--- config.mk ---
export PLATFORM = sky130hd
export DESIGN_NAME = alpha_pmod_receiver
export DESIGN_NICKNAME = d
export VERILOG_FILES = /design/src/rtl/alpha_pmod_pkg.sv /design/src/rtl/pmod_handshake_rx.sv /design/src/rtl/alpha_pmod_receiver.sv
export SDC_FILE = /design/constraint.sdc
export NUM_CORES = 1
export LEC_CHECK = 0
export CAP_MARGIN = 20
export CORE_UTILIZATION = 59
export DETAILED_ROUTE_END_ITERATION = 10
export PLACE_DENSITY = 0.86
export SLEW_MARGIN = 20
export SYNTH_ARGS = -nofsm -noshare
export SYNTH_HDL_FRONTEND = slang
export SYNTH_SLANG_ARGS = --single-unit
--- constraint.sdc ---
create_clock -name clock100 -period 8.6 [get_ports clock100]
set_input_delay 1.29 -clock clock100 [delete_from_list [all_inputs] [get_ports clock100]]
set_output_delay 1.29 -clock clock100 [all_outputs]
set_load 0.02 [all_outputs]
--- src/rtl/alpha_pmod_pkg.sv ---
// Shared constants and types for the ALPHA PMOD nybble link (receiver and transmitter sides).
package alpha_pmod_pkg;

    localparam int unsigned NYBBLE_WIDTH     = 4;
    localparam int unsigned NYBBLES_PER_WORD = 4;
    localparam int unsigned WORD_WIDTH       = 16;

    localparam logic [15:0] DEFAULT_HEADER_WORD = 16'hA1FA;
    localparam logic [15:0] DEFAULT_FOOTER_WORD = 16'hF00F;

    typedef enum logic [1:0] {HsSyncLow, HsWaitHigh, HsAckHigh} hs_state_e;
    typedef enum logic {FrSeek, FrFrame} frame_state_e;

    function automatic logic [7:0] sat_add8(input logic [7:0] a, input logic [1:0] b);
        logic [8:0] sum;
        sum = {1'b0, a} + {7'b0, b};
        return sum[8] ? 8'hFF : sum[7:0];
    endfunction

endpackage

--- src/rtl/pmod_handshake_rx.sv ---
// PMOD input synchronizers and 4-phase handshake FSM; emits one pulse per captured nybble.
// ALPHA_PMOD_RECEIVER_TIMEOUT_EN adds a partial-word idle timeout.
module pmod_handshake_rx
    import alpha_pmod_pkg::*;
#(
    parameter int unsigned TIMEOUT_CYCLES = 1024
) (
    input  logic                    clock100,
    input  logic                    reset,
    input  logic [NYBBLE_WIDTH-1:0] pmod_data,
    input  logic                    pmod_strobe,
    input  logic                    stall_i,
    output logic                    acknowledge,
    output logic [NYBBLE_WIDTH-1:0] nybble_o,
    output logic                    nybble_strobe_o,
    output logic                    nybble_last_o,
    output logic                    timeout_o
);

    // Synchronizers keep sampling through reset so SYNC_LOW sees the true strobe level.
    logic                    s1_strobe_q, s2_strobe_q;
    logic [NYBBLE_WIDTH-1:0] s1_data_q, s2_data_q;

    always_ff @(posedge clock100) begin
        s1_strobe_q <= pmod_strobe;
        s2_strobe_q <= s1_strobe_q;
        s1_data_q   <= pmod_data;
        s2_data_q   <= s1_data_q;
    end

    hs_state_e               state_q;
    logic [1:0]              count_q;
    logic [NYBBLE_WIDTH-1:0] nybble_q;
    logic                    ack_q, strobe_q, last_q, timeout_q;
    logic                    timeout_hit;

`ifdef ALPHA_PMOD_RECEIVER_TIMEOUT_EN
    localparam int unsigned TimerWidth = $clog2(TIMEOUT_CYCLES + 1);
    logic [TimerWidth-1:0] timer_q;
    logic                  idle;

    // Only a quiet link counts as idle; a stalled (strobe-high) nybble must not expire.
    assign idle        = (state_q == HsWaitHigh) && (count_q != 2'd0) && !s2_strobe_q;
    assign timeout_hit = idle && (timer_q == TimerWidth'(TIMEOUT_CYCLES - 1));

    always_ff @(posedge clock100) begin
        if (reset || !idle || timeout_hit) begin
            timer_q <= '0;
        end else begin
            timer_q <= timer_q + TimerWidth'(1);
        end
    end
`else
    logic unused_timeout;
    assign unused_timeout = ^TIMEOUT_CYCLES;
    assign timeout_hit    = 1'b0;
`endif

    always_ff @(posedge clock100) begin
        if (reset) begin
            state_q   <= HsSyncLow;
            count_q   <= 2'd0;
            nybble_q  <= '0;
            ack_q     <= 1'b0;
            strobe_q  <= 1'b0;
            last_q    <= 1'b0;
            timeout_q <= 1'b0;
        end else begin
            strobe_q  <= 1'b0;
            last_q    <= 1'b0;
            timeout_q <= 1'b0;
            unique case (state_q)
                HsSyncLow: begin
                    if (!s2_strobe_q) state_q <= HsWaitHigh;
                end
                HsWaitHigh: begin
                    if (s2_strobe_q && !(count_q == 2'd3 && stall_i)) begin
                        nybble_q <= s2_data_q;
                        strobe_q <= 1'b1;
                        last_q   <= (count_q == 2'd3);
                        count_q  <= count_q + 2'd1;
                        ack_q    <= 1'b1;
                        state_q  <= HsAckHigh;
                    end else if (timeout_hit) begin
                        count_q   <= 2'd0;
                        timeout_q <= 1'b1;
                    end
                end
                HsAckHigh: begin
                    if (!s2_strobe_q) begin
                        ack_q   <= 1'b0;
                        state_q <= HsWaitHigh;
                    end
                end
                default: state_q <= HsSyncLow;
            endcase
        end
    end

    assign acknowledge     = ack_q;
    assign nybble_o        = nybble_q;
    assign nybble_strobe_o = strobe_q;
    assign nybble_last_o   = last_q;
    assign timeout_o       = timeout_q;

endmodule

--- src/rtl/alpha_pmod_receiver.sv ---
// PMOD nybble-link receiver: word assembly, output register, frame tracking and error counter.
// Optional partial-word timeout enabled by ALPHA_PMOD_RECEIVER_TIMEOUT_EN.
module alpha_pmod_receiver
    import alpha_pmod_pkg::*;
#(
    parameter logic [15:0] HEADER_WORD     = DEFAULT_HEADER_WORD,
    parameter logic [15:0] FOOTER_WORD     = DEFAULT_FOOTER_WORD,
    parameter int unsigned MAX_FRAME_WORDS = 4200,
    parameter int unsigned TIMEOUT_CYCLES  = 1024
) (
    input  logic        clock100,
    input  logic        reset,
    input  logic [3:0]  pmod_data,
    input  logic        pmod_strobe,
    output logic        acknowledge,
    output logic [15:0] word,
    output logic        word_valid,
    input  logic        word_ready,
    output logic        start_of_frame,
    output logic        end_of_frame,
    output logic [15:0] frame_word_count,
    output logic        in_frame,
    output logic [7:0]  error_count
);

    logic [NYBBLE_WIDTH-1:0] nybble;
    logic                    nybble_strobe, nybble_last, timeout;

    logic [WORD_WIDTH-1:0] word_q;
    logic                  valid_q, sof_q, eof_q, in_frame_q;
    logic [15:0]           count_q, fwc_q;
    logic [7:0]            err_q;
    logic [11:0]           shift_q;
    frame_state_e          fstate_q;

    pmod_handshake_rx #(
        .TIMEOUT_CYCLES(TIMEOUT_CYCLES)
    ) u_handshake (
        .clock100       (clock100),
        .reset          (reset),
        .pmod_data      (pmod_data),
        .pmod_strobe    (pmod_strobe),
        .stall_i        (valid_q && !word_ready),
        .acknowledge    (acknowledge),
        .nybble_o       (nybble),
        .nybble_strobe_o(nybble_strobe),
        .nybble_last_o  (nybble_last),
        .timeout_o      (timeout)
    );

    logic [WORD_WIDTH-1:0] new_word;
    logic                  load, frame_err, hit_limit;

    assign new_word  = {shift_q, nybble};
    assign load      = nybble_strobe && nybble_last;
    assign hit_limit = (count_q + 16'd1) == 16'(MAX_FRAME_WORDS);
    // A footer always closes cleanly, even when it is the last word the limit allows.
    assign frame_err = load && ((fstate_q == FrSeek) ? (new_word != HEADER_WORD)
                                                    : (new_word != FOOTER_WORD &&
                                                       (new_word == HEADER_WORD || hit_limit)));

    always_ff @(posedge clock100) begin
        if (reset) begin
            shift_q <= '0;
        end else if (nybble_strobe) begin
            shift_q <= {shift_q[7:0], nybble};
        end
    end

    always_ff @(posedge clock100) begin
        if (reset) begin
            word_q     <= '0;
            valid_q    <= 1'b0;
            sof_q      <= 1'b0;
            eof_q      <= 1'b0;
            in_frame_q <= 1'b0;
            count_q    <= '0;
            fwc_q      <= '0;
            err_q      <= '0;
            fstate_q   <= FrSeek;
        end else begin
            err_q <= sat_add8(err_q, {1'b0, frame_err} + {1'b0, timeout});
            if (valid_q && word_ready) begin
                valid_q <= 1'b0;
                sof_q   <= 1'b0;
                eof_q   <= 1'b0;
            end
            if (load) begin
                word_q  <= new_word;
                valid_q <= 1'b1;
                sof_q   <= 1'b0;
                eof_q   <= 1'b0;
                unique case (fstate_q)
                    FrSeek: begin
                        if (new_word == HEADER_WORD) begin
                            sof_q      <= 1'b1;
                            count_q    <= 16'd1;
                            in_frame_q <= 1'b1;
                            fstate_q   <= FrFrame;
                        end
                    end
                    FrFrame: begin
                        if (new_word == FOOTER_WORD) begin
                            eof_q      <= 1'b1;
                            fwc_q      <= count_q + 16'd1;
                            in_frame_q <= 1'b0;
                            fstate_q   <= FrSeek;
                        end else if (new_word == HEADER_WORD) begin
                            sof_q   <= 1'b1;
                            count_q <= 16'd1;
                        end else if (hit_limit) begin
                            in_frame_q <= 1'b0;
                            fstate_q   <= FrSeek;
                        end else begin
                            count_q <= count_q + 16'd1;
                        end
                    end
                endcase
            end
        end
    end

    assign word             = word_q;
    assign word_valid       = valid_q;
    assign start_of_frame   = sof_q;
    assign end_of_frame     = eof_q;
    assign frame_word_count = fwc_q;
    assign in_frame         = in_frame_q;
    assign error_count      = err_q;

endmodule

; Word level (Yosys, flattened, before mapping)
; Index checks and enable logic that the tools add are counted.
[totals]
register_bits = 94
inputBits = 8
out_inout_bits = 45
word_cells = 96
[classes]
n_addsub = 3
n_eq_ne = 16
mux = 32
n_bitwise = 3
reduce_logical = 22
[op_table]
columns = op, n
row1 = two-way mux 16 bit, 4
row2 = == test 16 bit (second input constant), 2
row3 = inequality test 16 bit (second input constant), 2
row4 = one-hot mux 16 bit (2 select lines), 1
row5 = two-way mux 1 bit, 19
row6 = adder 16 x 1 -> 16 bit (second input constant), 1
row7 = == test 16 x 13 -> 1 bit (second input constant), 1
row8 = adder 8 x 1 -> 9 bit, 1
row9 = two-way mux 8 bit, 1
row10 = one-hot mux 1 bit (2 select lines), 4
row11 = AND reduction 4 bit, 2
row12 = logical AND 1 bit, 7
row13 = inequality test 2 bit (second input constant), 3
row14 = inequality test 3 x 2 -> 1 bit (second input constant), 2
row15 = AND reduction 3 bit, 2
row16 = == test 2 bit (second input constant), 2
row17 = two-way mux 2 bit, 2
row18 = inequality test 2 x 1 -> 1 bit (second input constant), 2
row19 = one-hot mux 2 bit (2 select lines), 1
row20 = AND reduction 2 bit, 2
row21 = nonzero test 2 bit, 2
row22 = OR reduction 2 bit, 2
row23 = inequality test 3 x 1 -> 1 bit (second input constant), 1
row24 = inverter 1 bit, 3
row25 = 6 further kinds, 7

; Longest topological paths before layout
[logic_depth]
word_depth = 8
depth_mapped = 15
mapped_depth_nobuf = 14

; Cells and area by module
; A second synthesis with hierarchy kept.
[unflattened]
hier_cells = 457
hier_area_um2 = 4131.5
[modules_own_cells]
columns = module, instances, cells_each, area_each_um2, seq_area_each_um2
row1 = alpha_pmod_receiver, 1, 401, 3453.3, 1461.4
row2 = pmod_handshake_rx, 1, 56, 678.2, 420.4

; Least setup slack after synthesis
; OpenSTA, ideal clock, no wires.
[synth_path]
path_kind = register to register
start = register count_q[1]
end = register err_q[0], in the netlist error_count[0]
setup_time_ps = 72
t_arrival_ps = 3053
required_ps = 8528
slack_ps = 5475
stages_incl_launch_ff = 15
n_path_buf = 1
synth_period_minus_slack_ps = 3125
path_cell_list = dfxtp_1 > ha_1 > clkbuf_1 > and4_1 > o2111ai_1 > a2111oi_4 > and2_1 > o211ai_1 > a21oi_1 > ha_1 > ha_1 > inv_1 > nor2_1 > nand4_1 > a21oi_1
[synth_between]
elab_chain_len = 8
[synth_rtl]
columns = item, line
row1 = "start, declared", alpha_pmod_receiver.sv:31  ; logic [15:0] count_q, fwc_q;
row2 = "start signal, assigned", alpha_pmod_receiver.sv:115  ; count_q <= count_q + 16'd1;
row3 = adder 16 x 1 -> 16 bit, alpha_pmod_receiver.sv:56  ; assign hit_limit = (count_q + 16'd1) == 16'(MAX_FRAME_WORDS);
row4 = == test 16 x 13 -> 1 bit, alpha_pmod_receiver.sv:56
row5 = logical OR 1 bit, alpha_pmod_receiver.sv:60  ; (new_word == HEADER_WORD || hit_limit)));
row6 = logical AND 1 bit, alpha_pmod_receiver.sv:59  ; : (new_word != FOOTER_WORD &&
row7 = two-way mux 1 bit, alpha_pmod_receiver.sv:58  ; assign frame_err = load && ((fstate_q == FrSeek) ? (new_word != HEADER_WORD)
row8 = logical AND 1 bit, alpha_pmod_receiver.sv:58
row9 = adder 8 x 1 -> 9 bit, alpha_pmod_pkg.sv:16  ; sum = {1'b0, a} + {7'b0, b};
row10 = two-way mux 8 bit, alpha_pmod_pkg.sv:17  ; return sum[8] ? 8'hFF : sum[7:0];
row11 = "end signal, assigned", alpha_pmod_receiver.sv:82  ; err_q <= sat_add8(err_q, {1'b0, frame_err} + {1'b0, timeout});
row12 = "end, declared", alpha_pmod_receiver.sv:32  ; logic [7:0] err_q;
; No other way between the ends.
; A chain may end at the register's enable or synchronous reset.

; Worst setup path in the final report
[layout_path]
start = register count_q[0]
end = register err_q[0], in the netlist error_count[0]
; The elaborated chain is that of the path after synthesis.

==> reports/results.ini <==
[drt]
drc_errors = 2
vias_per_cell = 5.85
antenna_left = 0
dr.pass1.iters = 8
wl_mm = 8.11
wl_per_cell_microns = 14.2
drtIter0Drc = 217
vias = 3328

[setup_path]
cp_top_family = simple AND/OR/NAND/NOR gates
crit_path_start_kind = flop
worst_path_max_delay_cell = dfxtp_1
end_kind = flop
cp_num_cells = 14
cp_num_buf_inv = 1
r2r_slack_ns = 4.72
crit_type = reg -> reg
crit_top_cell = ha_1
path_cells = ha_1, nand3_1, nor2_1, nand3_1, a2111oi_4, and2_1, o211ai_1, a21oi_1, ha_1, ha_1, inv_1, nor2_1, nand4_1, a21oi_1
r2r-end = error_count[0]
reg2regPathDepth = 14
cp_max_fo = 12
required_ns = 8.89
crit_end = error_count[0]
crit_path_start = count_q[0]
worstPathArrival_ns = 4.17
reg2reg_from = count_q[0]
slowest_delay_ns = 0.55

[synthesis]
yosys.cell_types.count = 52
synthArstFlopShare_pct = 0
syn_inst = 454
syn_area_sq_um = 4000
ys_ff_latch = 94
ys_seq_area_share_pct = 47.0
syn_nets = 469
avgSynthCellArea_sq_um = 8.81
synth_flop_cell = dfxtp_1
yosysWarnings = 0
synth_edf_count = 0

[grt]
track_usage_pct = 24.1
grt_pass1_wl_mm = 13.7
grt_max_degree = 72
overflow = 0
grt_antenna_before_repair = 0
grt_pass1_vias = 3037

[run]
cap_viol_max_count = 0

[clocking]
clockBufferDepth = 2
clk_pin_slew_ns = 0.09
cts_root_buffer = clkbuf_8
cts_sinks = 94
htreeDepth = 3
cts-buffers-inserted = 9
cts_resized = 0
cts_tree = built
post_cts_buffers = 0
postCtsHoldBufs = 0
worstSkewPairLatency_ns = 0.37

[finish]
drive_gt1_share_pct = 6.30
antenna_cells = 0
final_area_sq_um = 4670
nets = 502
final_util_pct = 72.3
stdcell_count = 569
area_growth_pct = 16.8
final_common_cell = dfxtp_1
layout_common_cells = dfxtp_1, nor2_1, nand2_1, clkdlybuf4s50_1, a21oi_1

[power_and_ir_drop]
power_density_nw_per_um2 = 161
p_leak_nw = 1.58
peakVddDrop_uv = 143
finalPower_w = 0.000753

[placed_design]
placed_area_sq_um = 4480
gp_congestion = 0.835
dp.final_hpwl_mm = 5.48
dp.cells = 553
io_buffer_count = 52

[sta]
worstMarginPinSlew_ns = 0.869
hold_viol_final = 0
slew_viol_final = 0
rsz0062_at_grt = no
slew_headroom_pct = 42.1
fmax_mhz = 258
setup_violations = 0
setup_tns_ns = 0
fin_crit_ns = 3.88
post-route-period-util_pct = 45.1
skew_ns = 0.0164

[floorplanning]
core_area_sq_um = 6460
die_area_sq_um = 7110
num_rows = 29
io_pins = 53
die_h_microns = 84.4
fp.dieW_microns = 84.4
start_util_pct = 62.0

[run_status]
violations = design-rule violations
outcome = complete, but fails checks

[hold_path]
min-delay-start = u_handshake.s1_data_q[1]
hold_path_class = reg -> reg

-- per-layer routing --
layer / share of wire, % / track usage, % / up-vias
li1: - / - / 1655
met4: 2.6 / 12.6 / 0
met1: 46 / 30.7 / 1548
met5: 0 / 0 / -
met2: 46 / 39.3 / 103
met3: 4.8 / 4.13 / 22
-- final cells by class --
type	instances	area, sq um
tap	77	96.3
fill	499	1790
multi-input combinational	314	1920
clock buffer	9	124
sequential	94	1880
clock inverter	7	71.3
inverter	14	52.6
timing repair buffer	54	531
-- power breakdown --
part	switching, W	internal [W]	total, W
registers	0.00000442	0.000440	0.000445
clock network	0.000170	0.000114	0.000284
logic	0.0000136	0.0000103	0.0000238
-- cell usage after synthesis (all sizes together), types with 2 or more instances --
cell    count  area share (%)
dfxtp      94              47
nor2       57             5.3
nand2      51             4.8
a21oi      42             5.5
mux2i      21             5.3
clkbuf     19             1.8
nand3      16             2.0
a211oi     14             2.6
inv        14             1.3
buf        13             2.1
xnor2      13             2.8
a31oi      12             2.0
o21ai      10             1.3
ha          7             2.2
nor3        7             1.0
and2        6            0.94
nand4       6             1.5
and3        5            0.78
or3         5            0.78
xor2        5             1.1
nor4        4             1.0
o22ai       4            0.63
nand2b      3            0.47
nand3b      3            0.56
nor4b       3            0.66
and4b       2            0.50
nand4b      2            0.44
or2         2            0.31
-- how the worst min path moves through the flow --
stage	to	slack, ns	depth (start not counted)
5_1_grt	u_handshake.s2_data_q[1]	0.34	0
6_report	u_handshake.s2_data_q[1]	0.34	0
3_5_place_dp	u_handshake.s2_data_q[0]	0.31	0
3_3_place_gp	u_handshake.s2_data_q[1]	0.31	0
4_1_cts	u_handshake.s2_data_q[0]	0.34	0
2_1_floorplan	u_handshake.s2_data_q[0]	0.31	0
-- metrics by stage --
step / setup slack, ns / hold slack [ns]
finish: 4.72 / 0.337
detailed placement: 4.81 / 0.314
global route: 4.34 / 0.342
CTS: 4.75 / 0.339
global placement: 5.06 / 0.310
floorplan: 5.47 / 0.310
-- cells by family (layout without fill, tap and decap cells) --
group / Yosys count / in the layout / share of synthesized area, %
XOR/XNOR: 18 / 18 / 3.94
AND/OR/NAND/NOR: 176 / 176 / 21.8
adder cells (fa/ha/maj): 7 / 7 / 2.19
buffers and inverters: 46 / 84 / 5.16
flip-flops: 94 / 94 / 47.0
AO/OA/AOI/OAI: 92 / 92 / 14.6
multiplexers: 21 / 21 / 5.25
-- state kept, by name (all words and copies together) (netlist names) --
register                     flops
u_handshake.nybble_o             4
error_count                      8
u_handshake.s1_strobe_q          1
u_handshake.nybble_last_o        1
start_of_frame                   1
frame_word_count                16
u_handshake.count_q              2
word                            16
fstate_q                         1
u_handshake.s1_data_q            4
shift_q                         12
count_q                         16
u_handshake.s2_data_q            4
u_handshake.s2_strobe_q          1
u_handshake.acknowledge          1
end_of_frame                     1
u_handshake.state_q              2
in_frame                         1
u_handshake.nybble_strobe_o      1
word_valid                       1
(Power assumes the default switching activity.)
